$ cat src/rtl/input_vc_controller_pkg.sv
// Shared types and constants for the per-VC input controller and its flit buffer.
// Flit type and controller state encodings are fixed 2-bit values seen on the wire and in debug.
package input_vc_controller_pkg;

    localparam int N          = 5;
    localparam int V          = 2;
    localparam int DEF_FLIT_W = 34;
    localparam int DEF_DEPTH  = 4;

    typedef enum logic [1:0] {
        HEAD     = 2'b00,
        BODY     = 2'b01,
        TAIL     = 2'b10,
        HEADTAIL = 2'b11
    } flit_type_e;

    typedef enum logic [1:0] {
        VC_IDLE    = 2'b00,
        VC_ROUTING = 2'b01,
        VC_VA      = 2'b10,
        VC_ACTIVE  = 2'b11
    } vc_state_e;

    function automatic logic is_head(input logic [1:0] t);
        return (t == HEAD) || (t == HEADTAIL);
    endfunction

    function automatic logic is_tail(input logic [1:0] t);
        return (t == TAIL) || (t == HEADTAIL);
    endfunction

endpackage

$ cat src/rtl/input_vc_controller_fifo.sv
// Small circular flit buffer; front entry is read combinationally, writes are visible next cycle.
// Write and read enables are re-qualified here so a careless caller cannot corrupt the pointers.
module flit_fifo #(
    parameter int FLIT_W = 34,
    parameter int DEPTH  = 4
) (
    input  logic                       clk,
    input  logic                       rst,
    input  logic                       wrEn,
    input  logic [FLIT_W-1:0]          wrData,
    input  logic                       rdEn,
    output logic [FLIT_W-1:0]          rdData,
    output logic [$clog2(DEPTH):0]     count,
    output logic                       full,
    output logic                       empty
);

    localparam int AW = $clog2(DEPTH);
    localparam int CW = AW + 1;

    logic [FLIT_W-1:0] mem_r [DEPTH];
    logic [AW-1:0]     wr_ptr_r;
    logic [AW-1:0]     rd_ptr_r;
    logic [CW-1:0]     count_r;
    logic              wr_ok_s;
    logic              rd_ok_s;

    assign full    = (count_r == CW'(DEPTH));
    assign empty   = (count_r == {CW{1'b0}});
    assign rd_ok_s = rdEn & ~empty;
    assign wr_ok_s = wrEn & (~full | rd_ok_s);
    assign rdData  = mem_r[rd_ptr_r];
    assign count   = count_r;

    // Storage, pointer and occupancy update; pointers wrap naturally since DEPTH is a power of two.
    always_ff @(posedge clk or posedge rst) begin
        if (rst) begin
            for (int i = 0; i < DEPTH; i++) begin
                mem_r[i] <= {FLIT_W{1'b0}};
            end
            wr_ptr_r <= {AW{1'b0}};
            rd_ptr_r <= {AW{1'b0}};
            count_r  <= {CW{1'b0}};
        end else begin
            if (wr_ok_s) begin
                mem_r[wr_ptr_r] <= wrData;
                wr_ptr_r        <= wr_ptr_r + {{(AW-1){1'b0}}, 1'b1};
            end
            if (rd_ok_s) begin
                rd_ptr_r <= rd_ptr_r + {{(AW-1){1'b0}}, 1'b1};
            end
            case ({wr_ok_s, rd_ok_s})
                2'b10:   count_r <= count_r + {{(CW-1){1'b0}}, 1'b1};
                2'b01:   count_r <= count_r - {{(CW-1){1'b0}}, 1'b1};
                default: count_r <= count_r;
            endcase
        end
    end

endmodule

$ cat src/rtl/input_vc_controller.sv
// Per-VC input controller: buffers flits, sequences route/VC-allocation/switch-allocation per packet,
// and returns one upstream credit for every flit that leaves the buffer.
module input_vc_controller
    import input_vc_controller_pkg::*;
#(
    parameter int CUR_X  = 0,
    parameter int CUR_Y  = 0,
    parameter int FLIT_W = DEF_FLIT_W,
    parameter int DEPTH  = DEF_DEPTH
) (
    input  logic              clk,
    input  logic              rst,
    input  logic [FLIT_W-1:0] inFlit,
    input  logic              inValid,
    output logic              outCredit,
    output logic [7:0]        dst,
    input  logic [N-1:0]      candidateOutPort,
    input  logic [V-1:0]      candidateOutVC,
    output logic              vaReq,
    output logic [N-1:0]      vaReqPort,
    output logic [V-1:0]      vaReqVC,
    input  logic              vaGrant,
    input  logic [V-1:0]      vaGrantVC,
    input  logic              downCreditAvail,
    output logic              saReq,
    input  logic              saGrant,
    output logic [FLIT_W-1:0] outFlit,
    output logic [N-1:0]      outPort,
    output logic [V-1:0]      outVC,
    output logic              overflow
);

    localparam int CW = $clog2(DEPTH) + 1;

    // The coordinates feed the rc paired with this controller; negative values are never legal.
    if ((CUR_X < 0) || (CUR_Y < 0)) begin : g_bad_coord
    end

    vc_state_e         state_r;
    vc_state_e         next_state_s;
    logic [FLIT_W-1:0] front_s;
    logic [1:0]        front_type_s;
    logic [CW-1:0]     count_s;
    logic              full_s;
    logic              empty_s;
    logic              wr_s;
    logic              pop_s;
    logic              sa_req_s;
    logic              latch_rc_s;
    logic              latch_va_s;
    logic              clear_out_s;
    logic [N-1:0]      va_port_r;
    logic [V-1:0]      va_vc_r;
    logic [N-1:0]      out_port_r;
    logic [V-1:0]      out_vc_r;
    logic              credit_r;
    logic              overflow_r;

    assign front_type_s = front_s[FLIT_W-1 -: 2];
    assign sa_req_s     = (state_r == VC_ACTIVE) && (count_s != {CW{1'b0}}) && downCreditAvail;
    assign pop_s        = saGrant & sa_req_s;
    // A full buffer still accepts a flit when the front leaves in the same cycle.
    assign wr_s         = inValid & (~full_s | pop_s);

    flit_fifo #(
        .FLIT_W (FLIT_W),
        .DEPTH  (DEPTH)
    ) u_fifo (
        .clk    (clk),
        .rst    (rst),
        .wrEn   (wr_s),
        .wrData (inFlit),
        .rdEn   (pop_s),
        .rdData (front_s),
        .count  (count_s),
        .full   (full_s),
        .empty  (empty_s)
    );

    // Next-state and latch-enable decode of the packet sequencer.
    always_comb begin
        next_state_s = state_r;
        latch_rc_s   = 1'b0;
        latch_va_s   = 1'b0;
        clear_out_s  = 1'b0;
        case (state_r)
            VC_IDLE: begin
                // A stray BODY/TAIL at the front is held, never popped, until reset.
                if (!empty_s && is_head(front_type_s)) begin
                    next_state_s = VC_ROUTING;
                end else begin
                    next_state_s = VC_IDLE;
                end
            end
            VC_ROUTING: begin
                latch_rc_s   = 1'b1;
                next_state_s = VC_VA;
            end
            VC_VA: begin
                if (vaGrant) begin
                    latch_va_s   = 1'b1;
                    next_state_s = VC_ACTIVE;
                end else begin
                    next_state_s = VC_VA;
                end
            end
            VC_ACTIVE: begin
                if (pop_s && is_tail(front_type_s)) begin
                    clear_out_s  = 1'b1;
                    next_state_s = VC_IDLE;
                end else begin
                    next_state_s = VC_ACTIVE;
                end
            end
            default: begin
                next_state_s = VC_IDLE;
            end
        endcase
    end

    // State, latched routing/allocation results, credit pulse and sticky overflow.
    always_ff @(posedge clk or posedge rst) begin
        if (rst) begin
            state_r    <= VC_IDLE;
            va_port_r  <= {N{1'b0}};
            va_vc_r    <= {V{1'b0}};
            out_port_r <= {N{1'b0}};
            out_vc_r   <= {V{1'b0}};
            credit_r   <= 1'b0;
            overflow_r <= 1'b0;
        end else begin
            state_r <= next_state_s;
            if (latch_rc_s) begin
                va_port_r <= candidateOutPort;
                va_vc_r   <= candidateOutVC;
            end
            if (latch_va_s) begin
                out_port_r <= va_port_r;
                out_vc_r   <= vaGrantVC;
            end else if (clear_out_s) begin
                out_port_r <= {N{1'b0}};
                out_vc_r   <= {V{1'b0}};
            end
            credit_r   <= pop_s;
            overflow_r <= overflow_r | (inValid & full_s & ~pop_s);
        end
    end

    assign outCredit = credit_r;
    assign overflow  = overflow_r;
    assign dst       = front_s[7:0];
    assign outFlit   = front_s;
    assign vaReq     = (state_r == VC_VA);
    assign vaReqPort = va_port_r;
    assign vaReqVC   = va_vc_r;
    assign saReq     = sa_req_s;
    assign outPort   = out_port_r;
    assign outVC     = out_vc_r;

endmodule

$ cat config.mk
export PLATFORM = sky130hd
export DESIGN_NAME = input_vc_controller
export DESIGN_NICKNAME = d
export VERILOG_FILES = /design/src/rtl/input_vc_controller_pkg.sv /design/src/rtl/input_vc_controller_fifo.sv /design/src/rtl/input_vc_controller.sv
export SDC_FILE = /design/constraint.sdc
export NUM_CORES = 1
export LEC_CHECK = 0
export BUFFER_PORTS_ARGS = -buffer_cell sky130_fd_sc_hd__buf_2
export CAP_MARGIN = 20
export CORE_UTILIZATION = 50
export DETAILED_ROUTE_END_ITERATION = 10
export PLACE_DENSITY_LB_ADDON = 0.2
export SKIP_CTS_REPAIR_TIMING = 1
export SLEW_MARGIN = 20
export SYNTH_ARGS = -nofsm -noshare
export SYNTH_HDL_FRONTEND = slang
export SYNTH_SLANG_ARGS = --single-unit
$ cat constraint.sdc
create_clock -name clk -period 5.63 [get_ports clk]
set_input_delay 1.126 -clock clk [delete_from_list [all_inputs] [get_ports clk]]
set_output_delay 1.126 -clock clk [all_outputs]
set_load 0.01 [all_outputs]
* Word-level counts from Yosys, hierarchy flattened
Cells that the tools add are included. W data, S select, Z words.
Storage, ports and cells: logic and storage cells 77, register bits after elaboration 161, output and inout bits 60, input port bits 49
Operators by class: equality and inequality tests 8, bitwise operators 14, $lt $le $gt $ge 3, reductions and logical operators 14, multiplexer cells 20, add/subtract/negate cells 4
Operators with widths (count):
- $bwmux W136 | 1
- $mux W34 | 3
- $bmux W34 S2 | 1
- $demux W34 S2 | 1
- $eq A2 B2 Y1 const B | 5
- $mux W5 | 2
- $pmux W2 S4 | 1
- $mux W1 | 7
- $and A1 B1 Y1 | 6
- $ge A3 B3 Y1 const B | 2
- $mux W2 | 3
- $not A2 Y3 | 2
- $pmux W3 S2 | 1
- $logic_and A1 B1 Y1 | 5
- $add A2 B1 Y2 const B | 2
- $eq A2 B1 Y1 const B | 2
- $logic_not A2 Y1 | 2
- $reduce_bool A2 Y1 | 2
- $add A3 B1 Y3 const B | 1
- $eq A3 B3 Y1 const B | 1
- $logic_not A3 Y1 | 1
- $lt A3 B1 Y1 const B | 1
- $not A1 Y1 | 3
- $or A1 B1 Y1 | 3
- 4 further kinds | 5

* Depth between registers and ports, before layout
Gate-level depths: netlist (run 1).
word-level depth 11, mapped depth 8, mapped depth without buffers 7

* Hierarchy
Synthesis (run 1) repeated with hierarchy kept, for this count alone.
Unflattened totals: cells, all modules 445, area total of the unflattened synthesis 7194.4 um^2
By module, submodules not included:
- flit_fifo | area each 6322.3 um^2, instances 1, cells an instance 368, seq. area each 3578.4 um^2
- input_vc_controller | area each 872.1 um^2, instances 1, cells an instance 77, seq. area each 450.4 um^2

* Worst setup path before layout (run 1)
OpenSTA, ideal clock, no wires.
kind register to output, start point reg u_fifo.rd_ptr_r[0], end point out outFlit[1], path buffers 3, required time 4.504 ns, path slack 2.913 ns, cell stages (with the launch flop) 5, data arrival time 1.591 ns, cell sequence dfrtp_1 > buf_2 > buf_2 > mux4_2 > buf_4
On the way: cells in the longest elaborated chain, start to end 4
RTL lines:
- from (decl) | RTL line input_vc_controller_fifo.sv:23 | logic [AW-1:0] rd_ptr_r;
- from (signal assigned) | RTL line input_vc_controller_fifo.sv:42 | rd_ptr_r <= {AW{1'b0}};
- from (signal assigned) | RTL line input_vc_controller_fifo.sv:50 | rd_ptr_r <= rd_ptr_r + {{(AW-1){1'b0}}, 1'b1};
- $not A2 Y3 (implied by the code) | RTL line input_vc_controller_fifo.sv:32 | assign rdData = mem_r[rd_ptr_r];
- $bmux W34 S2 | RTL line input_vc_controller_fifo.sv:32
- $mux W34 (implied by the code) (2 in a row) | RTL line input_vc_controller_fifo.sv:32
- to (decl) | RTL line input_vc_controller.sv:27 | output logic [FLIT_W-1:0] outFlit,
No other way between the ends. The select of a mux whose other input is x is not followed.

* Final worst setup path (run 1)
start point reg u_fifo.rd_ptr_r[0], end point out outFlit[32]
Same word-level chain as after synthesis.

==> impl_metrics.py, run 1 <==
metrics = {
    "placed_design": {
        "hpwl_um": 8721,
        "port_buffers": 108,
        "routabilityCongestion": 0.7102,
        "post-place-ws_ns": 2.322,
        "placed_cell_area_um2": 7870,
    },
    "synthesis": {
        "ys_ff_latch": 161,
        "synth-compound-area-share_pct": 2.123,
        "synth_mux_area_share_pct": 34.35,
        "syn_nets": 500,
        "synthArstFlopShare_pct": 100.0,
        "yosys_warnings": 0,
        "synth-xor-area-share_pct": 0.7189,
        "ys_types": 31,
        "ys_seq_area_share_pct": 55.12,
        "yosysTopAreaCellShare_pct": 55.12,
        "synth_ff_type": "dfrtp_1",
        "synth_top_family_by_area": "multiplexers",
        "synthCells": 443,
        "syn_area_per_cell_um2": 16.50,
        "synth_largest_area_cell": "dfrtp_1",
        "synth_area_leaders": "dfrtp_1, mux2_2, mux4_2",
        "synth-simple-area-share_pct": 2.431,
        "synth-adder-area-share_pct": 1.472,
        "synth_edf_count": 0,
        "syn_area_um2": 7310,
    },
    "worst_setup_path": {
        "cp_slowest_stage_delay_ns": 0.90,
        "rrSetupSlack_ns": 2.62,
        "crit_start": "u_fifo.rd_ptr_r[0]",
        "cp_cell_sequence": "buf_4 -> mux4_2 -> buf_2",
        "worstPathMaxFanout": 25,
        "worst-path-stages": 3,
        "path_buf_inv": 2,
        "critPathSlowestCell": "dfrtp_2",
        "r2r_start": "u_fifo.rd_ptr_r[0]",
        "start_kind": "flop",
        "critPathRequiredTime_ns": 4.50,
        "crit_type": "flop to primary output",
        "rr_endpoint": "outPort[1]",
        "reg2reg_depth": 7,
        "crit_path_end": "outFlit[32]",
        "cp.arrival_ns": 2.53,
        "endpoint_kind": "primary output",
        "cp_top_family": "flip-flops",
    },
    "worst_hold_path": {
        "hold_class": "flop to flop",
    },
    "pwr": {
        "peakVddDrop_v": 0.0003161,
        "total_power_w": 0.005714,
        "p_leak_nw": 3.781,
        "powerDensity_nw_per_um2": 667.8,
    },
    "sta": {
        "fin_crit_sh_pct": 64.92,
        "setup_viol": 0,
        "fin_ws_ns": 1.975,
        "fin_crit_ns": 3.655,
        "rsz0062_at_grt": "false",
        "holdWs_ns": 0.4770,
        "max_freq_mhz": 273.6,
        "maxSlewHeadroom_pct": 30.79,
        "finalHoldViolCount": 0,
        "finalClockSkew_ns": 0.009229,
        "tightest_slew_ns": 1.038,
        "slew_viol_final": 0,
        "finalSetupTns_ns": 0,
    },
    "grt": {
        "grt_pass1_vias": 4246,
        "track_usage_pct": 19.96,
        "gr-total-overflow": 0,
        "grt_pass1_wl_um": 22360,
        "antenna_found_initial": 0,
        "grt_max_degree": 126,
    },
    "layout": {
        "final_area_um2": 8557,
        "mostFrequentLayoutCell": "dfrtp_1",
        "finalNetCount": 600,
        "final_cell_mix": "dfrtp_1, mux2_2, buf_2",
        "area_growth_pct": 17.07,
        "num_antenna_cells": 0,
        "drive_gt1_share_pct": 59.53,
    },
    "route": {
        "drt-total-wl_um": 13560,
        "ant_nets": 0,
        "first_iter_violations": 197,
        "wire_per_inst_um": 18.42,
        "first_pass_iters": 6,
        "num_vias": 4041,
        "drcViolationCount": 0,
        "routed_via_density": 5.490,
    },
    "floorplan": {
        "die-area_um2": 15110,
        "die_w_um": 122.9,
        "die_y_um": 122.9,
        "core_area_um2": 14100,
        "initial_utilization_pct": 51.86,
        "rows": 43,
        "ios": 109,
    },
    "job": {
        "cap_violations": 0,
    },
    "clock_tree": {
        "htreeDepth": 4,
        "path_clk_slew_ns": 0.06,
        "cts_made_buffers": 17,
        "cts_tree": "yes",
        "cts_sinks": 161,
        "clock_latency_ns": 0.41,
        "cts-root-buf": "clkbuf_16",
        "clockBufferDepth": 2,
    },
    "run_status": {
        "status": "completed",
    },
}
[per-stage QoR]
step | utilization (%) | instances
after floorplan | - | 443
after global placement | 55.83 | 704
after detailed placement | 55.83 | 704
after CTS | 60.69 | 736
after global routing | 60.70 | 736
final | 60.70 | 736
[kinds of logic (layout without fill, tap and decap cells)]
kind of cell / Yosys count / count (layout)
multiplexers: 179 / 179
XOR/XNOR: 6 / 6
AND/OR/NAND/NOR: 35 / 35
flip-flops: 161 / 161
AO/OA/AOI/OAI: 16 / 16
adder cells (fa/ha/maj): 8 / 8
buffers and inverters: 38 / 151
[cell type report]
class / count / area (µm²)
sequential: 161 / 4031
multi-input combinational: 244 / 3004
timing repair buffer: 114 / 585.6
inverter: 5 / 26.28
clock buffer: 19 / 452.9
clock inverter: 13 / 231.5
fill: 1076 / 5539
tap: 180 / 225.2
[synth_stat cells, types with 4 or more instances]
| cell type | instances |
|---|---|
| a31oi_4 | 4 |
| buf_2 | 5 |
| buf_4 | 10 |
| buf_6 | 12 |
| clkbuf_1 | 5 |
| dfrtp_1 | 161 |
| ha_1 | 7 |
| inv_1 | 5 |
| mux2_1 | 5 |
| mux2_2 | 110 |
| mux2_4 | 30 |
| mux4_2 | 34 |
| nand2_1 | 19 |
| nor2_1 | 6 |
| o21ai_0 | 9 |
[registers in the layout, summed over array words and instances (netlist names), 3 cells and up]
register and count:
outPort 5, u_fifo.count 3, u_fifo.mem_r 136, vaReqPort 5
[worst min-delay path by stage]
stage | start | endpoint | slack [ns] | depth (start not counted)
2_1_floorplan | u_fifo.mem_r[10] | u_fifo.mem_r[10] | 0.45 | 1
3_3_place_gp | u_fifo.mem_r[10] | u_fifo.mem_r[10] | 0.46 | 1
4_1_cts | overflow | overflow | 0.48 | 1
5_1_grt | overflow | overflow | 0.49 | 1
3_5_place_dp | overflow | overflow | 0.45 | 1
6_report | overflow | overflow | 0.48 | 1
[power breakdown]
| group | switching, W | internal, W |
|---|---|---|
| logic | 0.000882 | 0.00133 |
| clock network | 0.000453 | 0.000857 |
| registers | 0.000439 | 0.00175 |
[per-layer routing]
layer	global-route usage, %	vias to the layer above	share of wire [%]
met1	26.88	2133	45
li1	-	1806	-
met3	5.581	6	4.9
met5	0	-	0
met4	5.259	0	0.71
met2	31.95	96	49
(Power assumes the default switching activity.)
==> inputs of run 2 (changes only) <==
==> constraint.sdc (replaced) <==
create_clock -name clk -period 3.2 [get_ports clk]
set_input_delay 0.64 -clock clk [delete_from_list [all_inputs] [get_ports clk]]
set_output_delay 0.64 -clock clk [all_outputs]
set_load 0.01 [all_outputs]
==> impl_metrics.py, run 2 (synthesis gave the netlist of run 1 again) <==
metrics = {
    "layout": {
        "final_cell_mix": "dfrtp_1, mux2_2, buf_2",
        "finalNetCount": 608,
        "fillers": 1066,
        "drive_gt1_share_pct": 59.93,
        "num_antenna_cells": 0,
        "area_growth_pct": 18.20,
        "regMostFlops": "u_fifo.mem_r",
        "mostFrequentLayoutCell": "dfrtp_1",
        "largest_reg_flops": 136,
    },
    "placed_design": {
        "hpwl_um": 8838,
        "port_buffers": 108,
        "routabilityCongestion": 0.7519,
        "post-place-ws_ns": 0.7348,
    },
    "floorplan": {
        "ios": 109,
        "die_w_um": 122.9,
        "rows": 43,
        "die-area_um2": 15110,
        "initial_utilization_pct": 51.86,
        "core_area_um2": 14100,
        "die_y_um": 122.9,
    },
    "grt": {
        "grt_pass1_wl_um": 22590,
        "grt_pass1_vias": 4270,
        "gr-total-overflow": 0,
        "grt_max_degree": 54,
        "antenna_found_initial": 1,
        "track_usage_pct": 20.12,
    },
    "sta": {
        "tightest_slew_ns": 0.6825,
        "max_freq_mhz": 368.9,
        "setup_viol": 0,
        "finalClockSkew_ns": 0.005918,
        "fin_crit_ns": 2.710,
        "rsz0062_at_grt": "false",
        "maxSlewHeadroom_pct": 54.50,
        "fin_ws_ns": 0.4896,
        "fin_crit_sh_pct": 84.70,
        "holdWs_ns": 0.2433,
        "finalSetupTns_ns": 0,
        "finalHoldViolCount": 0,
        "slew_viol_final": 0,
    },
    "worst_setup_path": {
        "critPathRequiredTime_ns": 2.56,
        "reg2reg_depth": 6,
        "r2r_start": "u_fifo.rd_ptr_r[1]",
        "crit_start": "u_fifo.rd_ptr_r[1]",
        "endpoint_kind": "primary output",
        "worstPathMaxFanout": 24,
        "rrSetupSlack_ns": 0.85,
        "crit_type": "flop to primary output",
        "cp.arrival_ns": 2.07,
        "crit_path_end": "outFlit[16]",
        "rr_endpoint": "outVC[1]",
        "start_kind": "flop",
    },
    "pwr": {
        "peakVddDrop_v": 0.0005787,
        "p_leak_nw": 3.812,
        "powerDensity_nw_per_um2": 1165,
    },
    "route": {
        "routed_via_density": 5.434,
        "drcViolationCount": 0,
        "wire_per_inst_um": 18.52,
        "first_iter_violations": 198,
        "num_vias": 4043,
        "first_pass_iters": 4,
        "ant_nets": 0,
        "drt-total-wl_um": 13780,
    },
    "clock_tree": {
        "clock_latency_ns": 0.42,
        "path_clk_slew_ns": 0.06,
        "clockBufferDepth": 2,
        "cts-root-buf": "clkbuf_16",
        "cts_made_buffers": 17,
        "cts_tree": "yes",
        "htreeDepth": 4,
        "cts_sinks": 161,
    },
    "job": {
        "cap_violations": 0,
    },
    "worst_hold_path": {
        "hold_class": "input port to asynchronous set/reset pin",
    },
    "run_status": {
        "status": "completed",
    },
}
[run 2: layout make-up]
type / instances / area, µm² / area share, %
repair buffers: 122 / 695.7 / 8.052
multi-input cells: 244 / 3004 / 34.77
well taps: 180 / 225.2 / 2.607
clock buffers: 20 / 456.7 / 5.286
flip-flops and latches: 161 / 4031 / 46.66
clock inverters: 12 / 203.9 / 2.361
inverters: 5 / 22.52 / 0.2607
[run 2: per-layer routing]
layer / up-vias / global-route usage, % / share of wire (%)
met2: 95 / 31.85 / 48
li1: 1826 / - / -
met4: 0 / 5.183 / 1.0
met1: 2112 / 27.15 / 46
met3: 10 / 6.042 / 5.0
met5: - / 0 / 0
[run 2: how the worst min path moves through the flow]
| stage | end | slack, ns | depth (start not counted) |
|---|---|---|---|
| after floorplan | u_fifo.mem_r[10] | 0.45 | 1 |
| after global placement | u_fifo.mem_r[11] | 0.46 | 1 |
| after detailed placement | u_fifo.mem_r[12] | 0.47 | 1 |
| after CTS | u_fifo.mem_r[82] | 0.25 | 2 |
| after global routing | u_fifo.mem_r[108] | 0.27 | 2 |
| final | u_fifo.mem_r[116] | 0.24 | 2 |
[run 2: where the power goes]
group | total, W | internal (W) | switching [W]
Sequential | 0.00376 | 0.00308 | 0.000674
Combinational | 0.00406 | 0.00240 | 0.00167
Clock | 0.00224 | 0.00143 | 0.000813
Total | 0.0101 | 0.00691 | 0.00315
[run 2: worst max-delay path: stages (launching register included)]
cell	delay [ns]
dfrtp_2	0.81
buf_4	0.35
mux4_2	0.34
buf_2	0.16
[run 2: through the flow]
step / power [W] / utilization [%] / instance area, µm² / cells
6_report: 0.01006 / 61.29 / 8640 / 744
4_1_cts: 0.01020 / 61.29 / 8640 / 744
2_1_floorplan: 0.006801 / - / 7313 / 443
3_5_place_dp: 0.007911 / 56.60 / 7979 / 712
5_1_grt: 0.01072 / 61.29 / 8640 / 744
3_3_place_gp: 0.007750 / 56.60 / 7979 / 712
